### src/rtl/washer_pkg.sv
// Shared types and default parameters for the washing-machine plant model.
package washer_pkg;

   localparam int unsigned PRESCALE_DEF  = 5000000;
   localparam int unsigned LEVEL_MAX_DEF = 20;
   localparam int unsigned AGIT_TIME_DEF = 30;
   localparam int unsigned CENT_TIME_DEF = 50;

   typedef enum logic [2:0] {
      PARADO,
      ENCHENDO,
      LAVANDO,
      CENTRIFUGANDO,
      ESVAZIANDO,
      FALHA
   } plant_state_t;

   typedef struct packed {
      logic bomba;
      logic agitar;
      logic girar;
      logic centrifugar;
   } cmd_t;

   // One-hot LED view; PARADO and ESVAZIANDO have no LED of their own.
   function automatic logic [3:0] state_leds(input plant_state_t s);
      logic [3:0] leds;
      leds = 4'b0000;
      case (s)
         ENCHENDO:      leds = 4'b0001;
         LAVANDO:       leds = 4'b0010;
         CENTRIFUGANDO: leds = 4'b0100;
         FALHA:         leds = 4'b1000;
         default:       leds = 4'b0000;
      endcase
      return leds;
   endfunction

endpackage

### src/rtl/washer_tick_gen.sv
// Free-running prescaler producing a one-cycle plant tick every PRESCALE clocks.
module washer_tick_gen #(
   parameter int unsigned PRESCALE = washer_pkg::PRESCALE_DEF
) (
   input  logic clk,
   input  logic clr,
   output logic tick_c
);

   localparam int unsigned CNT_W    = (PRESCALE > 1) ? $clog2(PRESCALE) : 1;
   localparam logic [CNT_W-1:0] CNT_LAST = CNT_W'(PRESCALE - 1);

   logic [CNT_W-1:0] cnt_q;

   assign tick_c = (cnt_q == CNT_LAST);

   always_ff @(posedge clk) begin
      if (clr || tick_c) cnt_q <= '0;
      else               cnt_q <= cnt_q + CNT_W'(1);
   end

endmodule

### src/rtl/washer_plant.sv
// Washing-machine plant model: water level, motor-phase timer and fault
// detection driven by the controller's pump and motor-mode commands.
module washer_plant #(
   parameter int unsigned PRESCALE  = washer_pkg::PRESCALE_DEF,
   parameter int unsigned LEVEL_MAX = washer_pkg::LEVEL_MAX_DEF,
   parameter int unsigned AGIT_TIME = washer_pkg::AGIT_TIME_DEF,
   parameter int unsigned CENT_TIME = washer_pkg::CENT_TIME_DEF
) (
   input  logic       CLOCK_50,
   input  logic [2:0] KEY,
   input  logic       bomba_agua,
   input  logic       modo_agitar,
   input  logic       modo_girar,
   input  logic       modo_centrifugar,
   output logic [7:0] nivel,
   output logic       nivel_cheio,
   output logic       nivel_vazio,
   output logic       tempo_ok,
   output logic       erro,
   output logic [3:0] LEDG
);
   import washer_pkg::*;

   localparam int unsigned TIME_MAX = (AGIT_TIME > CENT_TIME) ? AGIT_TIME : CENT_TIME;
   localparam int unsigned TMR_W    = $clog2(TIME_MAX + 1);
   localparam logic [7:0]       LVL_MAX  = 8'(LEVEL_MAX);
   localparam logic [TMR_W-1:0] AGIT_LIM = TMR_W'(AGIT_TIME);
   localparam logic [TMR_W-1:0] CENT_LIM = TMR_W'(CENT_TIME);

   logic rst;
   logic unused_keys;
   assign rst         = KEY[2];
   assign unused_keys = ^KEY[1:0];

   cmd_t             cmd_q, cmd_prev;
   plant_state_t     state_q, state_d;
   logic [7:0]       nivel_d;
   logic [TMR_W-1:0] timer_q, timer_d;
   logic [TMR_W-1:0] limit_c;
   logic             tick_c, cmd_chg_c, phase_c, tempo_ok_d;

   washer_tick_gen #(.PRESCALE(PRESCALE)) u_tick (
      .clk    (CLOCK_50),
      .clr    (rst),
      .tick_c (tick_c)
   );

   // Command register plus one-cycle history for change detection.
   always_ff @(posedge CLOCK_50) begin
      if (rst) begin
         cmd_q    <= '0;
         cmd_prev <= '0;
      end else begin
         cmd_q.bomba       <= bomba_agua;
         cmd_q.agitar      <= modo_agitar;
         cmd_q.girar       <= modo_girar;
         cmd_q.centrifugar <= modo_centrifugar;
         cmd_prev          <= cmd_q;
      end
   end

   always_ff @(posedge CLOCK_50) begin
      if (rst) state_q <= PARADO;
      else     state_q <= state_d;
   end

   // Decode, level and timer update all act on the freshly decoded state.
   always_comb begin
      state_d    = state_q;
      nivel_d    = nivel;
      timer_d    = timer_q;
      tempo_ok_d = 1'b0;
      cmd_chg_c  = (cmd_q != cmd_prev);

      if (state_q != FALHA) begin
         case (cmd_q)
            4'b0000: state_d = (nivel != 8'd0) ? ESVAZIANDO : PARADO;
            4'b1000: state_d = ENCHENDO;
            4'b0100,
            4'b0010: state_d = (nivel == 8'd0) ? FALHA : LAVANDO;
            4'b0001: state_d = (state_q != CENTRIFUGANDO && nivel != 8'd0) ? FALHA
                                                                          : CENTRIFUGANDO;
            default: state_d = FALHA;
         endcase
      end

      phase_c = (state_d == LAVANDO) || (state_d == CENTRIFUGANDO);
      limit_c = (state_d == CENTRIFUGANDO) ? CENT_LIM : AGIT_LIM;

      if (tick_c) begin
         if (state_d == ENCHENDO && nivel < LVL_MAX)    nivel_d = nivel + 8'd1;
         if (state_d == ESVAZIANDO && nivel != 8'd0)    nivel_d = nivel - 8'd1;
      end

      if (state_d != FALHA) begin
         if (cmd_chg_c) timer_d = '0;
         if (phase_c && tick_c && timer_d < limit_c) timer_d = timer_d + TMR_W'(1);
         // Stale timer value belongs to the previous command; suppress on change.
         tempo_ok_d = phase_c && !cmd_chg_c && (timer_q >= limit_c);
      end
   end

   always_ff @(posedge CLOCK_50) begin
      if (rst) begin
         nivel       <= 8'd0;
         timer_q     <= '0;
         nivel_cheio <= 1'b0;
         nivel_vazio <= 1'b1;
         tempo_ok    <= 1'b0;
         erro        <= 1'b0;
         LEDG        <= 4'b0000;
      end else begin
         nivel       <= nivel_d;
         timer_q     <= timer_d;
         nivel_cheio <= (nivel_d == LVL_MAX);
         nivel_vazio <= (nivel_d == 8'd0);
         tempo_ok    <= tempo_ok_d;
         erro        <= (state_d == FALHA);
         LEDG        <= state_leds(state_d);
      end
   end

endmodule
### config.mk
export PLATFORM = sky130hd
export DESIGN_NAME = washer_plant
export DESIGN_NICKNAME = d
export VERILOG_FILES = /design/src/rtl/washer_pkg.sv /design/src/rtl/washer_tick_gen.sv /design/src/rtl/washer_plant.sv
export SDC_FILE = /design/constraint.sdc
export NUM_CORES = 1
export LEC_CHECK = 0
export BUFFER_PORTS_ARGS = -buffer_cell sky130_fd_sc_hd__clkbuf_2
export CORE_UTILIZATION = 49
export DETAILED_ROUTE_END_ITERATION = 12
export HOLD_SLACK_MARGIN = 0.06
export PLACE_DENSITY = 0.73
export SYNTH_ARGS = -nofsm -noshare
export SYNTH_HDL_FRONTEND = slang
export SYNTH_SLANG_ARGS = --single-unit
### constraint.sdc
create_clock -name CLOCK_50 -period 4 [get_ports CLOCK_50]
set_input_delay 0.2 -clock CLOCK_50 [delete_from_list [all_inputs] [get_ports CLOCK_50]]
set_output_delay 0.2 -clock CLOCK_50 [all_outputs]
set_load 0.05 [all_outputs]
-- Word level (Yosys, flattened, before mapping)
Cells that the tools add are included.
- register bits: 56
- output and inout port bits: 16
- ROM bits: 0
- memories kept: 0
- logic and storage cells: 69
- latch bits: 0
- input bits: 8
- memory bits (writable): 0
- reductions and logical operators: 16
- bitwise operators: 1
- multiply operators: 0
- divide/modulo/power cells: 0
- shift operators: 0
- add/sub/neg operators: 4
- magnitude comparators: 3
- equality and inequality tests: 15
- muxes and demuxes: 13
- operators by type and width (cell ; count):
    2-to-1 mux 6 bit ; 4
    2-to-1 mux 8 bit ; 3
    adder 23 x 1 -> 23 bit (second input constant) ; 1
    == test 23 bit (second input constant) ; 1
    zero test 8 bit ; 2
    one-hot mux 4 bit (4 select lines) ; 1
    2-to-1 mux 3 bit ; 4
    one-hot mux 3 bit (4 select lines) ; 1
    adder 8 x 1 -> 8 bit (second input constant) ; 1
    == test 8 x 5 -> 1 bit (second input constant) ; 1
    < comparator 8 x 5 -> 1 bit (second input constant) ; 1
    nonzero test 8 bit ; 1
    subtractor 8 x 1 -> 8 bit (second input constant) ; 1
    logical AND 1 bit ; 7
    adder 6 x 1 -> 6 bit (second input constant) ; 1
    == test 3 x 2 -> 1 bit (second input constant) ; 2
    == test 3 bit (second input constant) ; 2
    >= comparator 6 bit ; 1
    < comparator 6 bit ; 1
    != test 3 bit (second input constant) ; 2
    == test 4 x 1 -> 1 bit (second input constant) ; 1
    == test 4 x 2 -> 1 bit (second input constant) ; 1
    == test 4 x 3 -> 1 bit (second input constant) ; 1
    == test 4 bit (second input constant) ; 1
    other kinds (8) ; 10

-- Longest topological paths before layout
Gate-level depths: netlist of the first run.
- depth in word-level cells: 11
- depth in mapped cells: 16

-- Modules after synthesis
From an unflattened synthesis of the first run, not the netlist that was laid out.
- cells, all modules: 362
- area total of the unflattened synthesis: 3089.2 um2
- modules (own cells, without submodules) (module ; sequential area each (um2) ; times used ; cells an instance ; area each (um2)):
    washer_plant ; 660.6 ; 1 ; 238 ; 1959.4
    washer_tick_gen ; 460.4 ; 1 ; 124 ; 1129.8

-- Worst setup path after synthesis of the first run
Ideal clock, no wire load.
- path type: register to register
- start: reg nivel[0]
- end: reg timer_q[3]
- setup slack: -0.102 ns
- library setup time: 0.071 ns
- clock period less this slack: 4.102 ns
- buffers on the path: 0
- arrival: 4.031 ns
- cell stages (with the launch flop): 16
- path through: dfxtp_1 inv_1 ha_1 or3b_2 nor3_1 a21oi_1 nor2_1 a31oi_1 o21a_1 or2_2 ha_1 or4_1 nor4b_4 nand4_1 or3_1 a21oi_1
- word-level cells in the longest chain between the ends: 10
- elaborated cells on any way between the ends: 17
- classes of those cells: 1 x order compare; 3 x eq/ne; 7 x mux; 6 x reduce/logical
- RTL lines (item ; line ; text):
    from (decl) ; washer_plant.sv:15 ; output logic [7:0] nivel,
    from (signal assigned) ; washer_plant.sv:113 ; nivel <= nivel_d;
    nonzero test 8 bit ; washer_plant.sv:77, washer_plant.sv:81 ;
    logical AND 1 bit ; washer_plant.sv:81 ; 4'b0001: state_d = (state_q != CENTRIFUGANDO && nivel != 8'd0) ? FALHA
    2-to-1 mux 3 bit ; washer_plant.sv:81 ;
    one-hot mux 3 bit (4 select lines) * ; washer_plant.sv:76 ; case (cmd_q)
    2-to-1 mux 3 bit * ; washer_plant.sv:75 ; if (state_q != FALHA) begin
    == test 3 x 2 -> 1 bit (on tied branches) ; washer_plant.sv:87, washer_plant.sv:88 ;
    2-to-1 mux 6 bit or logical OR 1 bit (tied branches) ; washer_plant.sv:88, washer_plant.sv:87 ;
    < comparator 6 bit or logical AND 1 bit (tied branches) ; washer_plant.sv:97 ; if (phase_c && tick_c && timer_d < limit_c) timer_d = timer_d + TMR_W'(1);
    logical AND 1 bit ; washer_plant.sv:97 ;
    2-to-1 mux 6 bit ; washer_plant.sv:97 ;
    to (signal assigned) ; washer_plant.sv:114 ; timer_q <= timer_d;
    to (decl) ; washer_plant.sv:38 ; logic [TMR_W-1:0] timer_q, timer_d;
Mark *: on every way between the ends. The rest lies on a longest branch, timed or not.
A chain may end at the register's enable or synchronous reset.

-- Worst setup path after layout of the first run
- start: reg nivel[0]
- end: reg timer_q[5]
The elaborated chain is that of the path after synthesis.

==> results of run 1 <==
routing by layer:
| metal | up-vias | routed length (µm) | part of all wire (%) |
|---|---|---|---|
| met1 | 1180 | 2840 | 49 |
| met5 | - | 0 | 0 |
| met2 | 50 | 2730 | 47 |
| met4 | 0 | 57 | 0.97 |
| li1 | 1240 | - | - |
| met3 | 6 | 220 | 3.8 |
logic make-up (layout without fill, tap and decap cells):
group / Yosys count / in the layout
buffers and inverters: 18 / 44
XOR/XNOR: 30 / 30
AO/OA/AOI/OAI: 52 / 52
flip-flops: 56 / 56
adder cells (fa/ha/maj): 11 / 11
AND/OR/NAND/NOR: 167 / 167
sequential cells by signal, summed over array words and instances, names as in the netlist, 3 cells and up:
signal and count:
u_tick.cnt_q 23, nivel 8, timer_q 6, LEDG 4
cmd_prev 4, cmd_q 4, state_q 3
critical path: stages (launching register included):
cell and delay (ps):
dfxtp_2 340, inv_2 70, ha_4 150, or3b_2 480, nor3_2 190, a21oi_1 90
nor2_1 100, a31oi_1 50, o21a_1 210, buf_4 140, nor2_2 190, ha_1 280
a21oi_1 130, a211oi_1 140, or4b_4 530, or4b_1 530, nand3_1 90
area by class of cell:
class	instances	area, µm²
inverter	5	18.8
clock inverter	2	10.0
tap	72	90.1
sequential	56	1120
multi-input combinational	260	1680
fill	518	2390
timing repair buffer	31	180
clock buffer	6	82.6
cell usage in the layout, fill, tap and decap left out, types with 2 or more instances in the layout:
master    count
inv_1         3
and2_1        8
clkbuf_2     21
dfxtp_1      55
nand4b_1      2
and4b_1       2
buf_4        10
a31oi_1       2
a21oi_1      19
or4b_4        2
xnor2_1      16
nand4_1      11
nor2_1       42
xor2_1       14
nor3_1       13
o21a_1        2
o21ai_0       8
nor3b_1       2
nor2b_1       8
a21o_1        5
nand2_1      24
a22oi_1       3
or3_1         9
and4_1        5
inv_2         2
and3_1        5
nor4_1        3
ha_1          9
nand3_1      16
clkbuf_8      6
nand3b_1      2
clkinv_2      2
a211oi_1      4
stage by stage:
step	hold slack, ps	utilization, %	cell area (µm²)	setup WS (ps)	power (W)
4_1_cts	89.3	56.9	3170	143	0.000988
2_1_floorplan	314	-	2880	20.7	0.000654
3_3_place_gp	413	55.2	3080	208	0.000672
6_report	99.2	57.2	3190	247	0.000973
3_5_place_dp	418	55.2	3080	161	0.000673
5_1_grt	95.2	57.2	3190	11.9	0.00102
power groups by stage:
stage                     Clock, W  Sequential (W)  Combinational (W)
final                     0.000311        0.000580          0.0000819
after global routing      0.000344        0.000582          0.0000913
after CTS                 0.000327        0.000580          0.0000813
after detailed placement         0        0.000593          0.0000808
after global placement           0        0.000592          0.0000795
after floorplan                  0        0.000594          0.0000599
Yosys cell counts (all sizes together), types with 2 or more instances:
master	instances	area [µm²]
nand4b	2	17.5
or4b	3	37.5
nor2	43	161
inv	5	18.8
nor3b	2	15.0
nor4b	3	47.5
nor4	4	31.3
a211oi	4	30.0
xnor2	16	140
a31oi	2	12.5
clkbuf	6	22.5
nand4	11	68.8
dfxtp	56	1120
and4b	2	20.0
o21a	2	15.0
and3	5	31.3
or4	2	15.0
buf	7	52.5
nor3	14	70.1
ha	10	125
and2	8	50.1
nand3	16	80.1
a21o	5	37.5
nand2	25	96.4
xor2	14	123
a21oi	19	95.1
nand3b	2	15.0
nor2b	8	50.1
a22oi	3	22.5
or3	9	56.3
o21ai	8	40.0
and4	5	43.8
final timing paths:
path                                end  cells past startpoint                        from  slack, ps
max             timer_q[5]$_SDFFE_PP0N_                     16         nivel[0]$_SDFF_PP0_        250
min reg2reg  u_tick.cnt_q[0]$_SDFF_PP0_                      1  u_tick.cnt_q[0]$_SDFF_PP0_        480
min                 cmd_q[0]$_SDFF_PP0_                      2            modo_centrifugar        100
max reg2reg     timer_q[5]$_SDFFE_PP0N_                     16         nivel[0]$_SDFF_PP0_        250
==> reports/metrics.cfg, run 1 <==
[synthesis]
syn-num-nets=352
synthSimpleGateAreaFrac_pct=32.4
synth_flop_cell=dfxtp_1
synth-compound-area-share_pct=11.5
yosysUniqueCellTypes=52
ys_warn_count=0
synthArstFlopShare_pct=0
syn_inst=334
synth_top_family_by_area=simple AND/OR/NAND/NOR gates
ys_ff_latch=56
synth_edf_count=0
yosys.area_share.adder_pct=4.70
synth_xor_area_share_pct=9.14
synthMuxAreaShare_pct=0
syn_area_mm2=0.00288
ys_seq_area_share_pct=39.0
avgSynthCellArea_um2=8.61

[min_path]
hold_path_class=input pin to flop

[timing]
rsz0062_at_grt=false
max_freq_ghz=0.266
period_share_pct=93.8
setup_viol=0
tns_ps=0
worst_slew_pin_slew_ps=1060
final_hold_viol_count=0
drv_slew=0
skew_ps=10.8
period_minus_slack_ps=3750
relSlewSlack_pct=29.5

[clocking]
cts.htree.levels=2
holdBufCountCts=0
clkSlewWorstSetupHoldPaths_ps=90
cts-root-buf=clkbuf_8
ctsResizeCount=0
clockBufferDepth=2
numClockSinks=56
cts_tree=done
post-cts-setup-buffer-count=0
cts_inserted_buffers=5
clk_latency_ps=300

[critical_path]
start_kind=flop
path_max_fanout=4
required_ps=4250
crit_arrival_ps=4000
endpoint_kind=flop
critical_path_class=flop to flop

[grt]
antenna_found_initial=0
grt_util_all_layers_pct=20.6
use_met3_pct=4.07
grt_pass1_vias=2212
grt_first_pass_wirelength_um=10100
busiest_layer=met2
grt_use_met1_pct=27.9
grtUsageMet2_pct=32.7
grt_overflow=0
grt_max_degree=33

[floorplan]
die_height_um=78.6
core-area_mm2=0.00557
row_count=27
die_area_mm2=0.00618
floorplan.initialDensity_pct=51.6
ios=24
fp.dieW_um=78.6

[power_and_ir_drop]
leakagePower_nw=1.22
swShare_pct=24.3
p_seq_share_pct=59.6
combinationalPowerShare_pct=8.4
switchingPower_w=0.000237
power_density_mw_per_mm2=305
p_int_w=0.000736
peakVddDrop_uv=219
clock_power_share_pct=32.0

[drt]
dr.pass1.iters=4
routed_wl_um=5850
drt_iter0_drc=186
vias=2476
antenna_left=0
vias_per_cell=5.73
wl_per_cell_um=13.5
remaining_drc_errors=0

[place]
gp_congestion=0.858
dp_hpwl_um=4270
io_buffers=21
placed_cells=424

[finish]
drive_above_1_share_pct=15.3
nets=377
synthToLayoutAreaGrowth_pct=10.9
layout.cells.non_filler=432
num_antenna_cells=0

[outcome]
outcome=completed

[run]
max-cap-violations=0

(Power assumes the default switching activity.)
==> run 2, diff against run 1 <==
--- a/config.mk
+++ b/config.mk
@@ -7,9 +7,11 @@
 export LEC_CHECK = 0
 export BUFFER_PORTS_ARGS = -buffer_cell sky130_fd_sc_hd__clkbuf_2
 export CORE_UTILIZATION = 49
+export CTS_CLUSTER_DIAMETER = 60
 export DETAILED_ROUTE_END_ITERATION = 12
+export GPL_TIMING_DRIVEN = 0
 export HOLD_SLACK_MARGIN = 0.06
-export PLACE_DENSITY = 0.73
+export PLACE_DENSITY_LB_ADDON = 0.08
 export SYNTH_ARGS = -nofsm -noshare
 export SYNTH_HDL_FRONTEND = slang
 export SYNTH_SLANG_ARGS = --single-unit
==> run 2 against run 1 <==
Effect of this change:
- critical path depth fell by 1
- global-route usage rose by 0.050 points
- via count fell by 1.3%
- critical path type unchanged
- sequential share of layout area fell by 0.58 points
- largest cell class unchanged
- sequential power fell by 1%
- setup slack got worse by 54 ps
- flip-flop and latch count did not move
- core utilization rose by 1.3 points
- first-iteration DRC count fell by 33%
- total power rose by 1.5%
==> reports/metrics.cfg, run 2 (synthesis gave the netlist of run 1 again) <==
[floorplan]
core-area_mm2=0.00557  ; unchanged
fp.dieW_um=78.6  ; unchanged
die_area_mm2=0.00618  ; unchanged
die_height_um=78.6  ; unchanged
row_count=27  ; unchanged
ios=24  ; unchanged
floorplan.initialDensity_pct=51.6  ; unchanged

[critical_path]
endpoint_kind=flop
cp.depth=15  ; -1
crit_arrival_ps=4050  ; +50 ps
crit_family=simple AND/OR/NAND/NOR gates
crit_end=timer_q[3]$_SDFFE_PP0N_
rrSetupSlack_ps=190  ; -50 ps
r2r_start=nivel[3]$_SDFF_PP0_
start_kind=flop
path_max_fanout=8  ; +4
startpoint=nivel[3]$_SDFF_PP0_
critical_path_class=flop to flop
worstPathBufferInverterCount=2  ; unchanged
cpPeakStageDelay_ps=570  ; +40 ps
critPathSlowestCell=or4_4
r2r-end=timer_q[3]$_SDFFE_PP0N_
path_cells=buf_2 > or4_4 > nor3_4 > a21oi_1 > nor2_1 > a31oi_1 > o21a_2 > or2_2 > ha_1 > or4_4 > nor4b_4 > buf_4 > nand4_1 > or3_1 > a21oi_1
ff2ff_path_depth=15  ; -1
required_ps=4240  ; about the same

[outcome]
outcome=completed

[drt]
antenna_left=0  ; unchanged
vias=2444  ; -1.3%
drt_iter0_drc=124  ; -33%
remaining_drc_errors=0  ; unchanged
dr.pass1.iters=4  ; unchanged
vias_per_cell=5.53  ; -3.5%
wl_per_cell_um=13.7  ; +1.3%
routed_wl_um=6060  ; +3.6%

[place]
dp_hpwl_um=4300  ; +0.63%
placed_cells=427  ; +0.71%
io_buffers=21  ; unchanged
gp_congestion=0.841  ; -2.0%

[timing]
max_freq_ghz=0.263  ; -1.4%
worst_slew_pin_slew_ps=1040  ; -14.8 ps
setup_viol=0  ; unchanged
period_minus_slack_ps=3810  ; +53.7 ps
tns_ps=0  ; unchanged
relSlewSlack_pct=30.5  ; +0.99 points
skew_ps=7.26  ; -3.55 ps
period_share_pct=95.2  ; +1.3 points
drv_slew=0  ; unchanged
final_hold_viol_count=0  ; unchanged
rsz0062_at_grt=false

[grt]
antenna_found_initial=0  ; unchanged
grt_max_degree=17  ; -48%
busiest_layer=met2
grt_use_met1_pct=27.9  ; +0.028 points
grt_util_all_layers_pct=20.6  ; +0.050 points
grt_pass1_vias=2148  ; -2.9%
grt_overflow=0  ; unchanged
grt_first_pass_wirelength_um=9980  ; -1.4%
grtUsageMet2_pct=33.1  ; +0.43 points
use_met3_pct=3.84  ; -0.23 points

[run]
max-cap-violations=0  ; unchanged

[finish]
nets=387  ; +2.7%
num_antenna_cells=0  ; unchanged
reg_top3=u_tick.cnt_q: 23 flops, nivel: 8 flops, timer_q: 6 flops
top_register=u_tick.cnt_q
layout.cells.non_filler=442  ; +2.3%
synthToLayoutAreaGrowth_pct=13.4
layout_commonest_cell=dfxtp_1
largest_reg_flops=23  ; unchanged
drive_above_1_share_pct=15.9  ; +0.67 points
seq_area_mm2=0.00113  ; +0.56%
final_cell_mix=54 x dfxtp_1, 43 x nor2_1, 24 x nand2_1
fin_util_pct=58.5  ; +1.3 points
multiInputGateArea_mm2=0.00170  ; +0.67%
fillers=523  ; +0.97%

[power_and_ir_drop]
peakVddDrop_uv=186  ; -15%
leakagePower_nw=1.25  ; +1.8%
power_density_mw_per_mm2=303  ; -0.71%

[clocking]
numClockSinks=56  ; unchanged
clk_latency_ps=310  ; about the same
cts_inserted_buffers=5  ; unchanged
cts_tree=done
cts-root-buf=clkbuf_8
clkSlewWorstSetupHoldPaths_ps=100  ; about the same
holdBufCountCts=0  ; unchanged
cts.htree.levels=2  ; unchanged
clockBufferDepth=2  ; unchanged

[min_path]
hold_path_class=input pin to flop

run 2: changes by cell type in the layout (fill, tap and decap cells not counted), moves of 2 or more:
| cell | before | now |
|---|---|---|
| buf_6 | 0 | 3 |
| buf_2 | 0 | 3 |
| clkinv_2 | 2 | 0 |
| dfxtp_4 | 0 | 2 |
| buf_4 | 10 | 7 |
| clkbuf_1 | 0 | 7 |
run 2: how the worst min path moves through the flow:
stage	end	cells past startpoint	slack [ps]	start
3_5_place_dp	cmd_q[2]$_SDFF_PP0_	2	420	modo_agitar
2_1_floorplan	nivel_vazio$_SDFF_PP1_	2	310	KEY[2]
3_3_place_gp	cmd_q[1]$_SDFF_PP0_	2	410	modo_girar
5_1_grt	cmd_q[3]$_SDFF_PP0_	2	90	bomba_agua
4_1_cts	cmd_q[2]$_SDFF_PP0_	2	80	modo_agitar
6_report	cmd_q[2]$_SDFF_PP0_	2	90	modo_agitar
run 2: stage by stage:
| step | total power, W | instance area (µm²) | hold slack [ps] | worst slack [ps] |
|---|---|---|---|---|
| after floorplan | 0.000654 | 2880 | 314 | 20.7 |
| after global placement | 0.000677 | 3080 | 407 | -149 |
| after detailed placement | 0.000677 | 3080 | 415 | -174 |
| after CTS | 0.00100 | 3200 | 82.5 | 23.0 |
| after global routing | 0.00103 | 3260 | 86.2 | 6.56 |
| final | 0.000987 | 3260 | 93.9 | 194 |
run 2: cell type report:
type	count	share of cell area, %
buffer	13	2.30
clock inverter	1	0.230
tap	72	2.76
timing repair buffer	28	4.84
inverter	5	0.576
clock buffer	7	2.65
multi-input combinational	260	52.0
sequential	56	34.6
run 2: where the power goes:
part	total (W)	internal (W)	switching, W
Combinational	0.0000928	0.0000319	0.0000609
Sequential	0.000573	0.000567	0.00000605
Clock	0.000322	0.000141	0.000180
run 2: metal layers:
layer / wire length [µm] / vias to the layer above / share of wire [%]
li1: - / 1267 / -
met1: 3030 / 1122 / 50
met2: 2770 / 49 / 46
met3: 195 / 6 / 3.2
met4: 68 / 0 / 1.1
met5: 0 / - / 0
run 2: worst register-to-register path, stage by stage, from the launching register on:
cell	delay (ps)
dfxtp_1	320
buf_2	170
or4_4	570
nor3_4	190
a21oi_1	100
nor2_1	90
a31oi_1	50
o21a_2	240
or2_2	320
ha_1	210
or4_4	560
nor4b_4	220
buf_4	170
nand4_1	100
or3_1	320
a21oi_1	120
run 2: repair_timing:
action                     4_1_cts  5_1_grt
setup endpoints to repair        3        4
setup buffers                    2        5
pin swaps                        1        2
hold endpoints to repair         0        0
resized for setup                3        9
==> run 3, diff against run 2 <==
--- a/config.mk
+++ b/config.mk
@@ -6,6 +6,7 @@
 export NUM_CORES = 1
 export LEC_CHECK = 0
 export BUFFER_PORTS_ARGS = -buffer_cell sky130_fd_sc_hd__clkbuf_2
+export CAP_MARGIN = 25
 export CORE_UTILIZATION = 49
 export CTS_CLUSTER_DIAMETER = 60
 export DETAILED_ROUTE_END_ITERATION = 12
@@ -14,4 +15,5 @@
 export PLACE_DENSITY_LB_ADDON = 0.08
 export SYNTH_ARGS = -nofsm -noshare
 export SYNTH_HDL_FRONTEND = slang
+export SYNTH_HIERARCHICAL = 1
 export SYNTH_SLANG_ARGS = --single-unit
==> run 3 against run 2 <==
Effect of this change:
- clock skew is 3.3 ps higher
- critical path depth unchanged
- global-route usage rose by 1.9 points
- cell count up 5.7%
- total power increased by 3.5%
- synthesized cell count grew 8.4%
- count of clock-buffer cells in the layout down 1
- die area up 7.3%
- flip-flop and latch count is the same
- synthesized area up 7.4%
- critical path type unchanged
- critical endpoint is now timer_q[4]$_SDFFE_PP0N_
==> reports/metrics.cfg, run 3 <==
[floorplan]
row_count=28  ; +3.7%
ios=24  ; unchanged
die_height_um=81.4  ; +3.6%
core-area_mm2=0.00599  ; +7.5%
fp.dieW_um=81.4  ; +3.6%
die_area_mm2=0.00663  ; +7.3%
floorplan.initialDensity_pct=51.6  ; about the same

[timing]
worst_slew_pin_slew_ps=965  ; -75.7 ps
drv_slew=0  ; unchanged
setup_viol=0  ; unchanged
hold-worst-slack_ps=96.3  ; +2.37 ps
final_hold_viol_count=0  ; unchanged
period_share_pct=93.8  ; -1.4 points
max_freq_ghz=0.267  ; +1.5%
relSlewSlack_pct=35.1  ; +4.7 points
rsz0062_at_grt=false
period_minus_slack_ps=3750  ; -55.9 ps
tns_ps=0  ; unchanged
skew_ps=10.5  ; +3.27 ps

[clocking]
cts_tree=done
clkSlewWorstSetupHoldPaths_ps=100  ; about the same
holdBufCountCts=0  ; unchanged
numClockSinks=56  ; unchanged
cts_inserted_buffers=5  ; unchanged
cts-root-buf=clkbuf_8
clk_latency_ps=310  ; about the same
clockBufferDepth=2  ; unchanged
cts.htree.levels=2  ; unchanged

[place]
io_buffers=21  ; unchanged
placed_cells=458  ; +7.3%
dp_hpwl_um=5090  ; +18%
gp_congestion=0.931  ; +11%

[drt]
vias=2690  ; +10%
drt_iter0_drc=125  ; +0.81%
wl_per_cell_um=14.6  ; +6.2%
antenna_left=0  ; unchanged
remaining_drc_errors=0  ; unchanged
routed_wl_um=6800  ; +12%
dr.pass1.iters=4  ; unchanged
vias_per_cell=5.76  ; +4.2%

[synthesis]
ys_warn_count=6  ; +6
yosys-top-cells-count=56 x dfxtp_1, 52 x nor2_1, 21 x nand2_1, 17 x nand3_1, 16 x xnor2_1
ys_seq_area_share_pct=36.3  ; -2.7 points
post-synth-top-count-cell=dfxtp_1
synth_top_area_cell=dfxtp_1
ys_ff_latch=56  ; unchanged
syn_inst=362  ; +8.4%
avgSynthCellArea_um2=8.53  ; -0.87%
synth_flop_cell=dfxtp_1
yosysUniqueCellTypes=60  ; +15%
synth_top_area_share_pct=36.3  ; -2.7 points
synthArstFlopShare_pct=0  ; unchanged
synth_edf_count=0  ; unchanged
synth.area.top_cells=dfxtp_1 36%, nor2_1 6.3%, xnor2_1 4.5%
syn-num-nets=380  ; +8.0%
syn_area_mm2=0.00309  ; +7.4%

[critical_path]
worstPathBufferInverterCount=3  ; +1
critPathSlowestCell=or4b_4
critical_path_class=flop to flop
path_cells=clkbuf_1 > inv_1 > ha_2 > or4b_4 > o21ai_0 > a32oi_1 > nor2_2 > nand3_2 > inv_2 > ha_1 > a31o_2 > a21oi_2 > o2111ai_2 > or4_1 > o211ai_2
cpPeakStageDelay_ps=520  ; -50 ps
rrSetupSlack_ps=250  ; +60 ps
required_ps=4250  ; about the same
crit_arrival_ps=4000  ; -50 ps
endpoint_kind=flop
start_kind=flop
path_max_fanout=8  ; unchanged
crit_family=simple AND/OR/NAND/NOR gates

[finish]
final_cell_mix=56 x dfxtp_1, 52 x nor2_1, 23 x clkbuf_2
synthToLayoutAreaGrowth_pct=10.8
layout_commonest_cell=dfxtp_1
num_antenna_cells=0  ; unchanged
reg_top3=u_tick/cnt_q: 23 flops, nivel: 8 flops, timer_q: 6 flops
nets=409  ; +5.7%
drive_above_1_share_pct=15.8  ; -0.13 points
layout.cells.non_filler=467  ; +5.7%
top_register=u_tick/cnt_q
largest_reg_flops=23  ; unchanged

[min_path]
hold_path_class=input pin to flop

[power_and_ir_drop]
power_density_mw_per_mm2=299  ; -1.4%
swShare_pct=26.8  ; +1.8 points
clock_power_share_pct=31.9  ; -0.7 points
leakagePower_nw=1.34  ; +8.0%
switchingPower_w=0.000274  ; +11%
p_seq_share_pct=56.7  ; -1.3 points
p_int_w=0.000748  ; +1.1%
combinationalPowerShare_pct=11.4  ; +2.0 points
peakVddDrop_uv=173  ; -7.3%

[grt]
grt_first_pass_wirelength_um=11500  ; +15%
grt_max_degree=18  ; +1
grt_pass1_vias=2491  ; +16%
grt_util_all_layers_pct=22.5  ; +1.9 points
grt_overflow=0  ; unchanged
antenna_found_initial=0  ; unchanged

[outcome]
outcome=completed

[run]
max-cap-violations=0  ; unchanged

-- run 3: worst reg2reg max path: stages, from the launching register on --
cell	delay [ps]
dfxtp_1	340
clkbuf_1	180
inv_1	110
ha_2	220
or4b_4	520
o21ai_0	180
a32oi_1	170
nor2_2	210
nand3_2	180
inv_2	130
ha_1	230
a31o_2	240
a21oi_2	220
o2111ai_2	180
or4_1	510
o211ai_2	80
-- run 3: layout make-up --
| cell class | instances | area (µm²) |
|---|---|---|
| fillers | 562 | 2570 |
| inverters | 13 | 48.8 |
| clock buffers | 6 | 82.6 |
| repair buffers | 22 | 113 |
| clock inverters | 2 | 15.0 |
| well taps | 75 | 93.8 |
| multi-input cells | 275 | 1850 |
| plain buffers | 18 | 103 |
| flip-flops and latches | 56 | 1120 |
-- run 3: per-stage QoR --
stage          area [µm²]  worst slack, ps  utilization (%)  total power (W)
6_report             3420              250             57.1          0.00102
5_1_grt              3420             11.5             57.1          0.00107
4_1_cts              3390             50.2             56.5          0.00104
3_5_place_dp         3290             76.3             54.9         0.000706
3_3_place_gp         3290             99.1             54.9         0.000705
2_1_floorplan        3090              301                -         0.000677
-- run 3: final timing paths --
check                               start                 endpoint  cells after the start
setup / recovery      nivel[1]$_SDFF_PP0_  timer_q[4]$_SDFFE_PP0N_                     15
hold / removal           modo_centrifugar      cmd_q[0]$_SDFF_PP0_                      2
setup reg to reg      nivel[1]$_SDFF_PP0_  timer_q[4]$_SDFFE_PP0N_                     15
hold reg to reg   timer_q[0]$_SDFFE_PP0N_  timer_q[0]$_SDFFE_PP0N_                      1
-- run 3: layer usage --
layer	track usage [%]	part of all wire, %
met1	27.4	46
met2	40.1	50
met3	3.71	2.8
met4	6.79	1.5
met5	0	0
-- run 3: timing repair --
| item | 4_1_cts | 5_1_grt |
|---|---|---|
| buffers inserted | 0 | 1 |
| endpoints found under the setup margin | 0 | 6 |
| resized for setup | 0 | 7 |
-- run 3: power by group through the flow --
stage / clock [W] / combinational (W) / sequential (W)
after global placement: 0 / 0.000113 / 0.000592
after global routing: 0.000357 / 0.000130 / 0.000581
after floorplan: 0 / 0.0000719 / 0.000605
after CTS: 0.000342 / 0.000114 / 0.000579
final: 0.000326 / 0.000117 / 0.000579
after detailed placement: 0 / 0.000114 / 0.000592
-- run 3: logic make-up after synthesis --
group                    after synthesis  synth area share, %
XOR/XNOR                              28                 7.94
buffers and inverters                 31                 4.90
AND/OR/NAND/NOR                      175                 32.0
multiplexers                           5                 1.62
flip-flops                            56                 36.3
adder cells (fa/ha/maj)               10                 4.05
AO/OA/AOI/OAI                         57                 13.2
